===== src/rtl/atm_account_arbiter_pkg.sv =====
// atm_pkg: opcodes, response status codes and FSM states shared by the ATM account arbiter.
package atm_pkg;
  typedef enum logic [1:0] {
    OP_QUERY    = 2'b00,
    OP_WITHDRAW = 2'b01,
    OP_DEPOSIT  = 2'b10,
    OP_ILLEGAL  = 2'b11
  } op_t;
  typedef enum logic [1:0] {
    ST_OK        = 2'b00,
    ST_INSUFF    = 2'b01,
    ST_OVF_LIMIT = 2'b10,
    ST_BAD       = 2'b11
  } status_t;
  typedef enum logic [1:0] {S_IDLE, S_EXEC, S_RESP} state_t;
endpackage


===== src/rtl/atm_account_arbiter_rr.sv =====
// rr_arbiter: combinational round-robin pick of the first request at or above i_ptr, with wrap.
module rr_arbiter #(
  parameter int N  = 4,
  parameter int IW = (N > 1) ? $clog2(N) : 1
) (
  input  logic [N-1:0]  i_req,
  input  logic [IW-1:0] i_ptr,
  output logic [N-1:0]  o_grant,
  output logic [IW-1:0] o_idx
);
  logic [IW-1:0] w_j;
  always_comb begin
    o_idx = '0;
    w_j = '0;
    for (int k = N - 1; k >= 0; k--) begin
      w_j = IW'((int'(i_ptr) + k) % N);
      o_idx = i_req[w_j] ? w_j : o_idx;
    end
    o_grant = (|i_req) ? (N'(1) << o_idx) : '0;
  end
endmodule


===== src/rtl/atm_account_arbiter.sv =====
// atm_account_arbiter: round-robin serialisation of terminal read-modify-write transactions on an
// owned account register file. Define ATM_DAILY_LIMIT_EN to add per-account daily withdrawal caps.
module atm_account_arbiter
  import atm_pkg::*;
#(
  parameter int NUM_TERM  = 4,
  parameter int NUM_ACCT  = 4,
  parameter int ACCT_W    = 2,
  parameter int BAL_W     = 21,
  parameter int INIT_BAL  = 10000,
  parameter int DAY_LIMIT = 5000,
  localparam int TW = (NUM_TERM > 1) ? $clog2(NUM_TERM) : 1
) (
  input  logic                       clk,
  input  logic                       reset,
  input  logic [NUM_TERM-1:0]        req_valid,
  input  logic [2*NUM_TERM-1:0]      req_op,
  input  logic [ACCT_W*NUM_TERM-1:0] req_acct,
  input  logic [BAL_W*NUM_TERM-1:0]  req_amount,
  output logic [NUM_TERM-1:0]        req_ready,
  output logic                       rsp_valid,
  output logic [TW-1:0]              rsp_term,
  output logic [1:0]                 rsp_status,
  output logic [BAL_W-1:0]           rsp_balance,
  output logic                       busy
`ifdef ATM_DAILY_LIMIT_EN
  ,
  input  logic                       day_clear
`endif
);
  state_t            r_state;
  logic [TW-1:0]     r_ptr, r_term;
  op_t               r_op;
  logic [ACCT_W-1:0] r_acct;
  logic [BAL_W-1:0]  r_amt;
  logic [BAL_W-1:0]  r_bal [NUM_ACCT];
  logic [NUM_TERM-1:0] w_grant;
  logic [TW-1:0]     w_idx;
  logic              w_acct_ok, w_we, w_over;
  logic [BAL_W-1:0]  w_bal, w_new;
  logic [BAL_W:0]    w_sum;
  status_t           w_stat;

  rr_arbiter #(.N(NUM_TERM), .IW(TW)) u_arb (
    .i_req  (req_valid),
    .i_ptr  (r_ptr),
    .o_grant(w_grant),
    .o_idx  (w_idx)
  );

  assign req_ready = (r_state == S_IDLE) ? w_grant : '0;
  assign busy      = r_state != S_IDLE;
  assign w_acct_ok = int'(r_acct) < NUM_ACCT;
  assign w_bal     = w_acct_ok ? r_bal[r_acct] : '0;
  assign w_sum     = {1'b0, w_bal} + {1'b0, r_amt};

`ifdef ATM_DAILY_LIMIT_EN
  logic [BAL_W-1:0] r_acc [NUM_ACCT];
  assign w_over = ({1'b0, r_acc[r_acct]} + {1'b0, r_amt}) > (BAL_W + 1)'(DAY_LIMIT);
  always_ff @(posedge clk or posedge reset)
    if (reset || day_clear)
      for (int a = 0; a < NUM_ACCT; a++) r_acc[a] <= '0;
    else if (r_state == S_EXEC && w_we && r_op == OP_WITHDRAW)
      r_acc[r_acct] <= r_acc[r_acct] + r_amt;
`else
  assign w_over = 1'b0;
`endif

  // Insufficient funds outranks the daily limit; no write unless the op completes OK.
  always_comb begin
    w_new = w_bal;
    w_stat = ST_OK;
    if (!w_acct_ok || r_op == OP_ILLEGAL)
      w_stat = ST_BAD;
    else if (r_op == OP_WITHDRAW) begin
      w_stat = (r_amt > w_bal) ? ST_INSUFF : w_over ? ST_OVF_LIMIT : ST_OK;
      w_new = w_bal - r_amt;
    end else if (r_op == OP_DEPOSIT) begin
      w_stat = w_sum[BAL_W] ? ST_OVF_LIMIT : ST_OK;
      w_new = w_sum[BAL_W-1:0];
    end
  end
  assign w_we = (w_stat == ST_OK) && (r_op != OP_QUERY);

  always_ff @(posedge clk or posedge reset)
    if (reset)
      for (int a = 0; a < NUM_ACCT; a++) r_bal[a] <= BAL_W'(INIT_BAL);
    else if (r_state == S_EXEC && w_we)
      r_bal[r_acct] <= w_new;

  always_ff @(posedge clk or posedge reset) begin
    if (reset) begin
      r_state     <= S_IDLE;
      r_ptr       <= '0;
      r_term      <= '0;
      r_op        <= OP_QUERY;
      r_acct      <= '0;
      r_amt       <= '0;
      rsp_valid   <= 1'b0;
      rsp_term    <= '0;
      rsp_status  <= '0;
      rsp_balance <= '0;
    end else begin
      rsp_valid <= 1'b0;
      case (r_state)
        S_IDLE: if (|req_valid) begin
          r_term  <= w_idx;
          r_op    <= op_t'(req_op[2*w_idx +: 2]);
          r_acct  <= req_acct[ACCT_W*w_idx +: ACCT_W];
          r_amt   <= req_amount[BAL_W*w_idx +: BAL_W];
          r_state <= S_EXEC;
        end
        S_EXEC: begin
          rsp_valid   <= 1'b1;
          rsp_term    <= r_term;
          rsp_status  <= w_stat;
          rsp_balance <= w_we ? w_new : w_bal;
          r_state     <= S_RESP;
        end
        default: begin
          r_ptr   <= (r_term == TW'(NUM_TERM - 1)) ? '0 : r_term + 1'b1;
          r_state <= S_IDLE;
        end
      endcase
    end
  end
endmodule


===== config.mk =====
export PLATFORM = sky130hd
export DESIGN_NAME = atm_account_arbiter
export DESIGN_NICKNAME = d
export VERILOG_FILES = /design/src/rtl/atm_account_arbiter_pkg.sv /design/src/rtl/atm_account_arbiter_rr.sv /design/src/rtl/atm_account_arbiter.sv
export SDC_FILE = /design/constraint.sdc
export NUM_CORES = 1
export LEC_CHECK = 0
export ABC_AREA = 1
export BUFFER_PORTS_ARGS = -buffer_cell sky130_fd_sc_hd__buf_4
export CAP_MARGIN = 40
export CORE_ASPECT_RATIO = 2
export CORE_MARGIN = 3
export CORE_UTILIZATION = 54
export CTS_CLUSTER_DIAMETER = 30
export CTS_CLUSTER_SIZE = 25
export DETAILED_ROUTE_END_ITERATION = 8
export GPL_TIMING_DRIVEN = 0
export MAX_ROUTING_LAYER = met4
export PLACE_DENSITY = 0.78
export SETUP_SLACK_MARGIN = 0.05
export SYNTH_ARGS = -nofsm -noshare
export SYNTH_HDL_FRONTEND = slang
export SYNTH_SLANG_ARGS = --single-unit

===== constraint.sdc =====
create_clock -name clk -period 4.23 [get_ports clk]
set_clock_uncertainty 0.2 [all_clocks]
set_input_delay 0.2115 -clock clk [delete_from_list [all_inputs] [get_ports clk]]
set_output_delay 0.2115 -clock clk [all_outputs]
set_load 0.01 [all_outputs]

==> flow_metrics.py, run 1 <==
metrics = {
    "clock_tree": {
        "root_buffer": "clkbuf_16",
        "cts.path.max_buffers": 2,
        "cts-htree-levels": 4,
        "cts.sinks": 141,
        "clk_pin_slew_ns": 0.06,
        "cts_made_buffers": 17,
        "clk_latency_ns": 0.44,
        "cts_tree": "yes",
    },
    "sta": {
        "timing.hold.ws_ns": 0.00612,
        "fmax_mhz": 245,
        "relSlewSlack_pct": 47.3,
        "finalHoldViolCount": 0,
        "timing.final.crit_period_ns": 4.09,
        "worstMarginPinSlew_ns": 0.791,
        "setup_violations": 0,
        "rsz0062_at_grt": "yes",
        "setup_tns_ns": 0,
        "min_period_over_period_pct": 96.6,
        "final_max_slew_viol_count": 0,
    },
    "floorplan": {
        "die_area_sq_um": 22000,
        "ios": 137,
        "initial_core_util_pct": 55.7,
        "die_y_um": 207,
        "core_area_sq_um": 19500,
        "row_count": 72,
        "fp.dieW_um": 106,
    },
    "place": {
        "port_buffers": 136,
        "place.gp.congestion": 1.07,
        "dp.cells": 2165,
        "place_hpwl_mm": 31.5,
        "place_area_sq_um": 12300,
    },
    "route": {
        "via_per_inst": 5.48,
        "drt_iter0_markers": 1056,
        "ant_nets": 0,
        "wl_per_cell_um": 18.0,
        "drtPass1Iterations": 7,
        "drt-total-wl_mm": 40.6,
        "drt_drc_violations_left": 0,
        "vias": 12300,
    },
    "final_layout": {
        "fillers": 1813,
        "final_cells": 2250,
        "final_area_sq_um": 13500,
        "num_antenna_cells": 0,
        "areaGrowthSynthToFinish_pct": 24.2,
        "multi_input_area_sq_um": 6260,
        "seqCellArea_sq_um": 3560,
        "drive_gt1_share_pct": 14.8,
        "finalNetCount": 2129,
    },
    "yosys": {
        "synth_compound_area_share_pct": 7.31,
        "synthArstFlopShare_pct": 100,
        "synth.area.mux_share_pct": 0,
        "ys_seq_area_share_pct": 32.6,
        "yosysUniqueCellTypes": 42,
        "ys_ff_latch": 141,
        "netlist_area_sq_um": 10900,
        "synth_area_leaders": "nand2_1 29%, dfrtp_1 28%, nand3_1 9.1%",
        "synth_top_family_by_area": "simple AND/OR/NAND/NOR gates",
        "synthCells": 1769,
        "synth_top_area_share_pct": 28.6,
        "synth_ff_type": "dfrtp_1",
        "synthSimpleGateAreaFrac_pct": 43.4,
        "synth-edff-count": 0,
        "synth_top_area_cell": "nand2_1",
        "synthAdderAreaFrac_pct": 5.31,
        "ys_top_cells_by_count": "831 x nand2_1, 199 x nand3_1, 191 x inv_1",
        "ys_warn_count": 0,
        "synth_most_common_cell": "nand2_1",
        "synth_fp_nets": 1920,
        "avgSynthCellArea_sq_um": 6.16,
        "synth_xor_area_share_pct": 0.241,
    },
    "global_route": {
        "grt_usage_pct": 38.1,
        "grt_max_degree": 95,
        "grt_antenna_before_repair": 0,
        "grt_pass1_wl_mm": 62.3,
        "grt_pass1_vias": 12200,
        "grt.overflow.total": 0,
    },
    "critical_path": {
        "end_kind": "register",
        "crit_fanout": 10,
        "crit_type": "reg -> reg",
        "startpoint_type": "register",
        "crit_arrival_ns": 4.20,
        "crit_required_ns": 4.34,
    },
    "flow_run": {
        "cap_violations": 0,
    },
    "outcome": {
        "status": "complete, no violations",
    },
    "worst_hold_path": {
        "hold_class": "in -> reg",
    },
}
## worst max-delay path, stage by stage (launching register included)
cell and delay [ns]:
dfrtp_2 0.46, inv_2 0.10, nor2_4 0.07, clkbuf_2 0.24, a22oi_1 0.33, nand3_1 0.28
ha_1 0.52, nand2_1 0.11, nor2_1 0.22, nand2_1 0.11, nor2_1 0.10, nand2_1 0.07
nand4_1 0.10, buf_4 0.16, nand4_4 0.18, nor2_8 0.22, nand2_1 0.14, buf_4 0.22
nand2_1 0.07, nand2_1 0.06
## placed cells by master, fill, tap and decap left out, types with 3 or more instances in the layout
cell	instances
a21oi_1	51
a22o_1	4
a22oi_1	22
a31oi_1	3
and2_1	6
buf_2	18
buf_4	159
buf_6	8
clkbuf_1	28
clkbuf_16	17
clkbuf_2	7
clkbuf_4	4
clkinv_4	4
dfrtp_1	119
dfstp_2	20
dlygate4sd3_1	45
ha_1	41
inv_1	188
inv_2	10
inv_6	4
inv_8	4
nand2_1	827
nand2_2	7
nand3_1	196
nand3_2	3
nand4_1	13
nor2_1	90
nor3_1	4
nor3_4	4
o21ai_0	34
o21bai_1	7
o22ai_1	5
## registers in the layout (all words and copies together) (netlist names)
| signal | count |
|---|---|
| r_acct | 2 |
| r_op | 2 |
| rsp_valid | 1 |
| r_bal | 84 |
| rsp_status | 2 |
| r_amt | 21 |
| r_state | 2 |
| r_term | 2 |
| rsp_balance | 21 |
| r_ptr | 2 |
| rsp_term | 2 |
## per-stage QoR
stage,util (%),worst slack (ns)
3_3_place_gp,62.6,-1.32
3_5_place_dp,62.7,-0.509
2_1_floorplan,-,0.0704
5_1_grt,69.2,0.00110
6_report,69.2,0.144
4_1_cts,68.4,0.0369
## final timing paths
kind / slack, ns / cells after the start / to / start
worst max-delay path: 0.14 / 19 / r_bal[53]$_DFFE_PP0P_ / r_acct[0]$_DFFE_PP0P_
worst min-delay path: 0.006 / 7 / r_acct[1]$_DFFE_PP0P_ / req_acct[1]
worst max register to register: 0.14 / 19 / r_bal[53]$_DFFE_PP0P_ / r_acct[0]$_DFFE_PP0P_
worst min register to register: 0.26 / 2 / r_bal[71]$_DFFE_PP1P_ / r_bal[71]$_DFFE_PP1P_
max in group asynchronous: 2.83 / 4 / r_bal[55]$_DFFE_PP1P_ / reset
min in group asynchronous: 0.16 / 3 / r_ptr[1]$_DFFE_PP0N_ / reset
## cells by family (layout without fill, tap and decap cells)
kind of cell / after synthesis / after routing
XOR/XNOR: 3 / 3
flip-flops: 141 / 141
AO/OA/AOI/OAI: 135 / 135
AND/OR/NAND/NOR: 1161 / 1161
buffers and inverters: 284 / 506
adder cells (fa/ha/maj): 45 / 45
## layer usage
| layer | global-route usage, % | up-vias | wire length (um) |
|---|---|---|---|
| met1 | 37.1 | 5629 | 13900 |
| met4 | 29.4 | 0 | 3740 |
| met2 | 67.8 | 575 | 21000 |
| met3 | 5.01 | 196 | 1920 |
| li1 | - | 5939 | - |
| met5 | - | - | 0 |
## cell type report
class                   count  share of cell area (%)
clock inverters            14                   0.934
well taps                 259                    2.40
multi-input cells        1344                    46.3
inverters                 201                    5.63
flip-flops and latches    141                    26.3
clock buffers              18                    3.25
plain buffers              83                    3.71
repair buffers            190                    11.5
## what timing repair did
item                                   in CTS  in global routing
buffers inserted                            1                  7
pin swaps                                   2                  4
endpoints found under the hold margin      64                  0
gates cloned                                0                  0
hold buffers                               45                  0
resized for setup                          23                 44
setup endpoints to repair                 105                105
Power of run 1 is not shown: default switching activity piles up to over one toggle a cycle in this logic, so the estimate is an artifact.
==> run 2: changes to the inputs <==
Settings changed: CORE_UTILIZATION 54 to 45, PLACE_DENSITY 0.78 to unset, PLACE_DENSITY_LB_ADDON set to 0.1.
==> run 2 against run 1 <==
  * Worst setup slack better by 0.14 ns
  * Cell area is 0.70% lower
  * Clock-buffer cell count is 2 higher
  * Global-route usage is 5.4 points lower
  * Sequential share of layout area is 0.19 points higher
  * Critical path depth is 4 higher
  * Worst hold slack worse by 0.0033 ns
  * Via count is 3.4% lower
  * Fmax is 3.5% higher
==> flow_metrics.py, run 2 (synthesis gave the netlist of run 1 again) <==
metrics = {
    "clock_tree": {
        "clk_latency_ns": 0.44,
        "clk_pin_slew_ns": 0.06,
        "root_buffer": "clkbuf_16",
        "cts_tree": "yes",
        "cts_made_buffers": 17,
        "cts.path.max_buffers": 2,
        "cts.sinks": 141,
        "cts-htree-levels": 4,
    },
    "sta": {
        "final_max_slew_viol_count": 0,
        "finalHoldViolCount": 0,
        "rsz0062_at_grt": "no",
        "setup_violations": 0,
        "fmax_mhz": 253,
        "relSlewSlack_pct": 45.7,
        "setup_tns_ns": 0,
        "min_period_over_period_pct": 93.3,
        "worstMarginPinSlew_ns": 0.814,
        "timing.final.crit_period_ns": 3.95,
        "timing.hold.ws_ns": 0.00285,
    },
    "final_layout": {
        "seqCellArea_sq_um": 3560,
        "final_common_cell": "nand2_1",
        "largest_reg_flops": 84,
        "fillers": 2399,
        "finalNetCount": 2105,
        "drive_gt1_share_pct": 14.8,
        "multi_input_area_sq_um": 6290,
        "top_register": "r_bal",
        "areaGrowthSynthToFinish_pct": 23.4,
        "final_cell_mix": "825 x nand2_1, 193 x nand3_1, 189 x inv_1",
        "reg_top3": "r_bal x84, r_amt x21, rsp_balance x21",
        "num_antenna_cells": 0,
    },
    "floorplan": {
        "initial_core_util_pct": 46.3,
        "die_area_sq_um": 26200,
        "die_y_um": 226,
        "ios": 137,
        "core_area_sq_um": 23500,
        "fp.dieW_um": 116,
        "row_count": 79,
    },
    "route": {
        "wl_per_cell_um": 18.3,
        "drt_drc_violations_left": 0,
        "via_per_inst": 5.30,
        "drt_iter0_markers": 719,
        "drtPass1Iterations": 5,
        "ant_nets": 0,
        "vias": 11900,
        "drt-total-wl_mm": 41.2,
    },
    "critical_path": {
        "crit_chain": "inv_2 -> nor2_4 -> clkbuf_4 -> a22o_1 -> nor3_4 -> inv_1 -> ha_1 -> buf_4 -> inv_1 -> nand2_1 -> nand2_1 -> nand2_1 -> nand2_1 -> nand2_1 -> nand2_1 -> nand2_1 -> nand3_1 -> nand2_2 -> nand4_4 -> nor2_8 -> buf_2 -> nand3_1 -> nand2_1",
        "end_kind": "register",
        "critical-path-slowest-cell": "dfrtp_2",
        "crit_arrival_ns": 4.12,
        "critical_path.most_common_cell": "nand2_1",
        "startpoint_type": "register",
        "critPathMaxStageDelay_ns": 0.47,
        "crit_required_ns": 4.41,
        "crit_fanout": 10,
        "crit_type": "reg -> reg",
    },
    "global_route": {
        "grt_pass1_wl_mm": 62.8,
        "grt_max_degree": 78,
        "grt_antenna_before_repair": 0,
        "grt.overflow.total": 0,
        "grt_usage_pct": 32.7,
        "grt_pass1_vias": 11700,
    },
    "place": {
        "port_buffers": 136,
        "place_hpwl_mm": 33.3,
        "place.gp.congestion": 1.01,
    },
    "worst_hold_path": {
        "hold_class": "in -> reg",
    },
    "outcome": {
        "status": "complete, no violations",
    },
    "power": {
        "power_switching_share_pct": 55.7,
        "power_density_nw_per_um2": 1010,
        "seqPwrFrac_pct": 17.8,
        "combPwrFrac_pct": 69.8,
        "total_power_mw": 13.6,
        "p_int_mw": 6.01,
        "ir_drop_uv": 511,
        "clkPwrFrac_pct": 12.4,
        "switchingPower_mw": 7.55,
        "p_leak_nw": 7.86,
    },
    "flow_run": {
        "cap_violations": 0,
    },
}
==> run 2: cell types whose count changed in the layout (fill, tap and decap cells not counted), sizes merged <==
cell | previous run | this run
buf | 189 | 181
bufinv | 0 | 5
clkbuf | 57 | 60
clkinv | 6 | 4
clkinvlp | 2 | 0
dlygate4sd3 | 45 | 28
inv | 207 | 204
==> run 2: critical path, delay by kind of cell (launching register included) <==
kind | cells | cell delay [ns]
and+or+nand+nor | 15 | 1.69
AOI/OAI and AO/OA | 1 | 0.24
DFF | 1 | 0.47
buffers and inverters | 6 | 1.01
adders and majority gates | 1 | 0.28
==> run 2: final cells by class <==
cell class / count / area share, %
repair buffers: 166 / 9.95
well taps: 283 / 2.64
plain buffers: 83 / 3.56
clock buffers: 20 / 3.32
inverters: 201 / 5.67
flip-flops and latches: 141 / 26.5
clock inverters: 12 / 1.55
multi-input cells: 1344 / 46.8
==> run 2: power by group through the flow <==
stage	registers, mW	clock network (mW)	logic (mW)
finish	2.41	1.68	9.46
global route	2.46	1.76	10.6
CTS	2.39	1.70	9.27
detailed placement	2.39	0	8.96
global placement	2.38	0	8.86
floorplan	2.28	0	6.18
==> run 2: final timing paths <==
kind                       slack, ns                  start  depth (start not counted)                     to
max                             0.28  r_acct[0]$_DFFE_PP0P_                         23  r_bal[15]$_DFFE_PP0P_
min                            0.003         req_amount[55]                          7  r_amt[13]$_DFFE_PP0P_
max reg2reg                     0.28  r_acct[0]$_DFFE_PP0P_                         23  r_bal[15]$_DFFE_PP0P_
min reg2reg                     0.26  r_bal[73]$_DFFE_PP1P_                          2  r_bal[73]$_DFFE_PP1P_
max in group asynchronous       2.76                  reset                          4  r_bal[25]$_DFFE_PP1P_
min in group asynchronous       0.20                  reset                          3  r_bal[61]$_DFFE_PP0P_
==> run 2: routing by layer <==
layer,up-vias,GRT usage [%],routed length [um]
li1,5889,-,-
met1,5522,32.5,14300
met2,369,59.7,22600
met3,134,3.89,1670
met4,0,18.9,2700
met5,-,-,0
==> run 2: stage by stage <==
step           cell area (sq um)  setup slack (ns)  utilization (%)  instances
5_1_grt                    13400            0.0588             57.1       2250
4_1_cts                    13300            0.0640             56.5       2249
3_5_place_dp               12300            -0.334             52.3       2189
2_1_floorplan              10900            0.0704                -       1769
6_report                   13400             0.282             57.1       2250
3_3_place_gp               12300             -1.63             52.1       2188
==> run 2: timing repair <==
item,in CTS,in global routing
hold buffers,28,0
resized for setup,20,40
gates cloned,0,0
endpoints found under the hold margin,73,0
setup buffers,0,1
setup endpoints to repair,105,105
pin swaps,0,4
Note: power is estimated with default switching activity, not from simulation.
